`src/rtl/async_fifo_rd_drain.sv`:
```
// Read-side drain engine for the async_fifo read port (r_clk domain).
// Pops a commanded number of words, forwards them through a 2-entry output
// buffer on a valid/ready stream, and pulses done when the last word leaves.
// Optional feature macro: RD_STATS_EN adds the stall_cnt port and counter.
module async_fifo_rd_drain #(
  parameter int D_SIZE = 8,
  parameter int LEN_W  = 16
) (
  input  logic              r_clk,
  input  logic              rrst,
  input  logic              rd_start,
  input  logic [LEN_W-1:0]  rd_len,
  input  logic [D_SIZE-1:0] rdata,
  input  logic              rempty,
  output logic              rinc,
  output logic [D_SIZE-1:0] out_data,
  output logic              out_valid,
  input  logic              out_ready,
  output logic              busy,
  output logic              done
`ifdef RD_STATS_EN
  ,
  output logic [LEN_W-1:0]  stall_cnt
`endif
);

  typedef enum logic [1:0] {IDLE, READ, DONE} state_t;

  state_t            state, state_nxt;
  logic [LEN_W-1:0]  remain;
  logic [D_SIZE-1:0] mem [2];
  logic              head, tail;
  logic [1:0]        buf_cnt;
  logic              push, pop;

  assign push      = rinc;
  assign out_valid = (buf_cnt != 2'd0);
  assign pop       = out_valid & out_ready;
  assign out_data  = mem[head];

  // State register.
  always_ff @(posedge r_clk or posedge rrst) begin
    if (rrst) state <= IDLE;
    else      state <= state_nxt;
  end

  // Next-state and FSM outputs; DONE is entered on the edge that drains the
  // last buffered word so that done lands in the cycle right after it.
  always_comb begin
    state_nxt = state;
    rinc      = 1'b0;
    busy      = 1'b0;
    done      = 1'b0;
    case (state)
      IDLE: begin
        if (rd_start) state_nxt = (rd_len == '0) ? DONE : READ;
      end
      READ: begin
        busy = 1'b1;
        rinc = !rempty && (remain != '0) && (buf_cnt < 2'd2);
        if ((remain == '0) && ((buf_cnt == 2'd0) || ((buf_cnt == 2'd1) && pop)))
          state_nxt = DONE;
      end
      DONE: begin
        busy      = 1'b1;
        done      = 1'b1;
        state_nxt = IDLE;
      end
      default: state_nxt = IDLE;
    endcase
  end

  // Remaining word count; loaded only on an accepted start, so rd_len changes
  // during a transfer have no effect.
  always_ff @(posedge r_clk or posedge rrst) begin
    if (rrst)                            remain <= '0;
    else if ((state == IDLE) && rd_start) remain <= rd_len;
    else if (rinc)                       remain <= remain - LEN_W'(1);
  end

  // Two-entry output buffer; head/tail ping-pong between the two slots.
  always_ff @(posedge r_clk or posedge rrst) begin
    if (rrst) begin
      mem[0]  <= '0;
      mem[1]  <= '0;
      head    <= 1'b0;
      tail    <= 1'b0;
      buf_cnt <= 2'd0;
    end else begin
      if (push) begin
        mem[tail] <= rdata;
        tail      <= ~tail;
      end
      if (pop) head <= ~head;
      case ({push, pop})
        2'b10:   buf_cnt <= buf_cnt + 2'd1;
        2'b01:   buf_cnt <= buf_cnt - 2'd1;
        default: buf_cnt <= buf_cnt;
      endcase
    end
  end

`ifdef RD_STATS_EN
  // Saturating count of cycles spent waiting on an empty FIFO mid-transfer.
  always_ff @(posedge r_clk or posedge rrst) begin
    if (rrst)
      stall_cnt <= '0;
    else if ((state == IDLE) && rd_start)
      stall_cnt <= '0;
    else if ((state == READ) && (remain != '0) && rempty && (stall_cnt != '1))
      stall_cnt <= stall_cnt + LEN_W'(1);
  end
`endif

endmodule

```
`config.mk`:
```
export PLATFORM = sky130hd
export DESIGN_NAME = async_fifo_rd_drain
export DESIGN_NICKNAME = d
export VERILOG_FILES = /design/src/rtl/async_fifo_rd_drain.sv
export SDC_FILE = /design/constraint.sdc
export NUM_CORES = 1
export LEC_CHECK = 0
export BUFFER_PORTS_ARGS = -buffer_cell sky130_fd_sc_hd__buf_2
export CORE_MARGIN = 2
export CORE_UTILIZATION = 45
export DETAILED_ROUTE_END_ITERATION = 7
export HOLD_SLACK_MARGIN = 0.08
export PLACE_DENSITY = 0.67
export SYNTH_ARGS = -nofsm -noshare
export SYNTH_HDL_FRONTEND = slang
export SYNTH_SLANG_ARGS = --single-unit
```
`constraint.sdc`:
```
create_clock -name r_clk -period 6.2 [get_ports r_clk]
set_input_delay 0.31 -clock r_clk [delete_from_list [all_inputs] [get_ports r_clk]]
set_output_delay 0.31 -clock r_clk [all_outputs]
set_load 0.05 [all_outputs]
```
* Word level (Yosys, flattened, before mapping) *
Index checks and enable logic that the tools add are counted.

cells by class
  $add $sub $neg = 3
  $mul = 0
  divide/modulo/power cells = 0
  magnitude comparators = 4
  equal/unequal tests = 7
  shift-type cells = 0
  muxes and demuxes = 16
  bitwise gates (word level) = 5
  reduce and logical (&&, ||, !) cells = 18

operators by type and width
  operator                                             number
  zero test 16 bit                                     2
  two-way mux 16 bit                                   2
  two-way mux 8 bit                                    4
  bitwise mux 16 bit                                   1
  nonzero test 16 bit                                  1
  subtractor 16 x 1 -> 16 bit, second input constant   1
  demux 8 bit (select 1 bit)                           1
  case mux 2 bit (2 select lines)                      2
  equality test 2 x 1 -> 1 bit, second input constant  3
  logical AND 1 bit                                    6
  two-way mux 2 bit                                    3
  nonzero test 2 bit                                   3
  equality test 2 bit, second input constant           2
  >= comparator 2 bit, second input constant           2
  zero test 2 bit                                      2
  inequality test 2 bit, second input constant         2
  NOT 1 -> 2 bit                                       2
  two-way mux 1 bit                                    3
  adder 2 x 1 -> 2 bit, second input constant          1
  < comparator 2 x 1 -> 1 bit, second input constant   1
  < comparator 2 bit, second input constant            1
  NOT 1 bit                                            2
  AND reduction 2 bit                                  1
  OR reduction 2 bit                                   1
  4 further kinds                                      4

word-level totals
  register bits = 38
  latch bits = 0
  bits in writable memories = 0
  ROM bits = 0
  bits of input ports = 29
  output and inout port bits = 12
  logic and storage cells = 60
  memories = 0

* Depth between registers and ports, before layout *
  depth after elaboration = 7
  depth in mapped cells = 8
  depth with buffers taken out = 8

* Worst setup path after synthesis *
No wires, ideal clock.

  kind = flip-flop to flip-flop
  start = register state[1]
  end = register mem[10] in the netlist's numbering
  setup time = 125 ps
  arrival = 1913 ps
  data required time = 6075 ps
  path slack = 4162 ps
  stages on the path, launching flop included = 7
  path buffers = 1
  clock period less this slack = 2038 ps
  path through = dfrtp_1 inv_1 ha_1 or3b_1 buf_2 nor3_2 mux2_2

on the way
  word-level cells in the longest chain between the ends = 2

RTL lines
  item                            RTL line  text
  start: declaration              29        state_t state, state_nxt;
  start signal: assignment        44        else state <= state_nxt;
  equality test 2 x 1 -> 1 bit    54        case (state)
  two-way mux 1 bit               54
  end signal: indexed assignment  91        mem[tail] <= rdata;
  end: declaration                31        logic [D_SIZE-1:0] mem [2];

Every way passes these cells.
A chain may end at the register's enable or synchronous reset.

* Final worst setup path *
  start = register remain[0]
  end = output rinc

on the way
  word-level cells in the longest chain between the ends = 4

RTL lines
  item                             RTL line  text
  start: declaration               30        logic [LEN_W-1:0] remain;
  start signal: assignment         77        else if ((state == IDLE) && rd_start) remain <= rd_len;
  start signal: assignment         78        else if (rinc) remain <= remain - LEN_W'(1);
  nonzero test 16 bit              60        rinc = !rempty && (remain != '0) && (buf_cnt < 2'd2);
  logical AND 1 bit (2 in series)  60
  two-way mux 1 bit                54
  end: declaration                 15        output logic rinc,

Every way passes these cells.

==> results.toml <==
[power]
vdd_drop_max_uv = 309
power_mw = 1.31
power_density_mw_per_mm2 = 522
p_leak_nw = 1.06

[routing]
vias = 1744
first_pass_iters = 7
vias_per_cell = 5.74
wire_per_inst_um = 15.0
m1WireLength_mm = 2.10
top_layer = "met4"
routed_wl_mm = 4.55
wl_met2_mm = 2.22
postRouteAntennaNets = 0
wl_met3_um = 189
drcViolationCount = 0
drtIter0Drc = 115

[synthesis]
synth_top_area_share_pct = 44.2
yosys.area_share.simple_pct = 22.0
synth_edf_count = 0
synth.area.top_cells = "dfrtp_1, mux2_2, or4_1"
synthMostInstantiatedCell = "dfrtp_1"
synth_warnings = 0
synth_area_per_cell_um2 = 10.3
synth_compound_area_share_pct = 11.8
synth_cell_types = 38
syn_inst = 208
ys_ff_latch = 38
synth-xor-area-share_pct = 1.63
syn_nets = 244
synth_mux_area_share_pct = 13.0
async_reset_ff_share_pct = 100
synth_ff_type = "dfrtp_1"
yosys.area_share.adder_pct = 4.07
synth_area_leader_cell = "dfrtp_1"
syn_area_mm2 = 0.00215
yosysSeqAreaShare_pct = 44.2
synthTopCellsByCount = "dfrtp_1, mux2_2, nor2_1"
synth_top_family_by_area = "simple AND/OR/NAND/NOR gates"

[place]
dp_hpwl_mm = 3.35
port_buffers = 40
dpl_worst_slack_ns = 3.87
globalplace.congestion = 0.842

[grt]
grt_pass1_vias = 1645
grt_overflow = 0
antenna_found_initial = 0
grt_util_all_layers_pct = 18.3
grt_pass1_wl_mm = 7.53
grt_max_degree = 39

[floorplanning]
die-area_mm2 = 0.00535
die_h_um = 73.1
die_w_um = 73.1
ios = 41
start_util_pct = 46.1
core_region_area_mm2 = 0.00466
rows = 25

[clock_tree]
clock_sinks = 38
cts_repair_resize_count = 0
postCtsHoldBufs = 0
cts_tree = "yes"
cts.path.max_buffers = 2
cts-buffers-inserted = 5
post-cts-setup-buffers = 0
clk_latency_ns = 0.28
cts-htree-levels = 2
cts-root-buf = "clkbuf_8"
clkSlewWorstSetupHoldPaths_ns = 0.08

[setup_path]
worstSetupPathType = "flip-flop to output port"
cp_max_fo = 4
crit_top_cell = "inv_1"
cp.arrival_ns = 2.12
startpoint_type = "flip-flop"
crit_chain = "inv_1 > ha_1 > nor4b_1 > nand4_1 > nand2_1 > inv_1 > buf_2"
cp_data_required_time_ns = 5.89
crit_slowest_cell = "nor4b_1"
end_kind = "output port"
slowest_delay_ns = 0.41

[timing]
final-setup-viol-count = 0
hold_violations = 0
max_freq_mhz = 411
slew_viol_final = 0
rsz0062_at_grt = "no"
max_slew_margin_pct = 42.6
fin_crit_ns = 2.43
fin_worst_skew_ns = 0.00631
worst_pin_slew_ns = 0.859
period_share_pct = 39.2
layout_setup_ws_ns = 3.77
setup_tns_ns = 0

[finish]
syn_to_final_growth_pct = 16.5
final-seq-area_um2 = 951
n_antenna_cell = 0
fin_nets = 285
drive_above_1_share_pct = 31.6
fillers = 449
multi_input_area_mm2 = 0.00113

[run_status]
status = "complete, no violations"

[hold_path]
hp-class = "primary input to asynchronous set/reset pin"

[job]
maxCapViolations = 0
-- flip-flops by register name, indices dropped and copies added, names as in the netlist --
register / cells
state: 2
tail: 1
remain: 16
mem: 16
head: 1
buf_cnt: 2
-- worst max-delay path, delay by kind of cell, from the launching register on --
family	cells	cell delay [ns]
and+or+nand+nor	3	0.90
DFF	1	0.40
buffers and inverters	3	0.33
adders and majority gates	1	0.20
-- placed cells by master, fill, tap and decap left out, drive strengths merged, types with 2 or more instances in the layout --
cell type / instances
o211ai: 2
nor3b: 3
or2: 2
nand2: 6
a21oi: 5
xnor2: 3
nand4: 4
buf: 41
nand3: 6
nor2: 17
ha: 7
o21ai: 9
nand2b: 2
dfrtp: 38
and3: 2
inv: 11
or4: 12
nor3: 3
clkbuf: 5
a31oi: 14
clkinv: 2
nor2b: 2
or3: 5
o31ai: 7
nor4: 7
mux2: 24
-- per-stage QoR --
step / util (%) / instance area, um2 / hold slack, ns / std cells
after detailed placement: 51.4 / 2400 / 0.451 / 296
after floorplan: - / 2150 / 0.426 / 208
after global placement: 51.4 / 2400 / 0.454 / 296
after CTS: 53.8 / 2510 / 0.140 / 304
final: 53.8 / 2510 / 0.127 / 304
after global routing: 53.8 / 2510 / 0.164 / 304
-- cell families (layout without fill, tap and decap cells) --
group                      count (synthesis)  count (layout)
DFF                                       38              38
muxes                                     25              25
AOI/OAI and AO/OA                         40              40
and+or+nand+nor                           76              76
adders and majority gates                  7               7
xor gates and xnor gates                   4               4
buffers and inverters                     18              60
-- power breakdown --
part / internal, mW / switching (mW)
Clock: 0.118 / 0.0880
Sequential: 0.370 / 0.116
Combinational: 0.235 / 0.381
-- layer usage --
layer  vias to the layer above  track usage, %
met5                         -               0
met4                         0            4.32
met3                         4            4.14
met2                        36            29.2
met1                       839            25.3
li1                        865               -
-- final cells by class --
class / instances / area share, %
multi-input cells: 152 / 45.1
well taps: 54 / 2.70
repair buffers: 41 / 8.29
flip-flops and latches: 38 / 37.9
clock buffers: 5 / 2.75
clock inverters: 3 / 1.60
inverters: 11 / 1.65
-- final timing paths --
path                             from    endpoint  slack (ns)  cells past startpoint
setup / recovery            remain[0]        rinc        3.77                      7
hold / removal                   rrst      mem[0]        0.13                      3
setup reg to reg             state[1]     mem[11]        3.86                      5
hold reg to reg            buf_cnt[0]  buf_cnt[0]        0.49                      1
max in group asynchronous        rrst   remain[3]        5.74                      3
min in group r_clk          rd_len[9]   remain[9]        0.25                      3
Power figures use the tool's default switching activity.
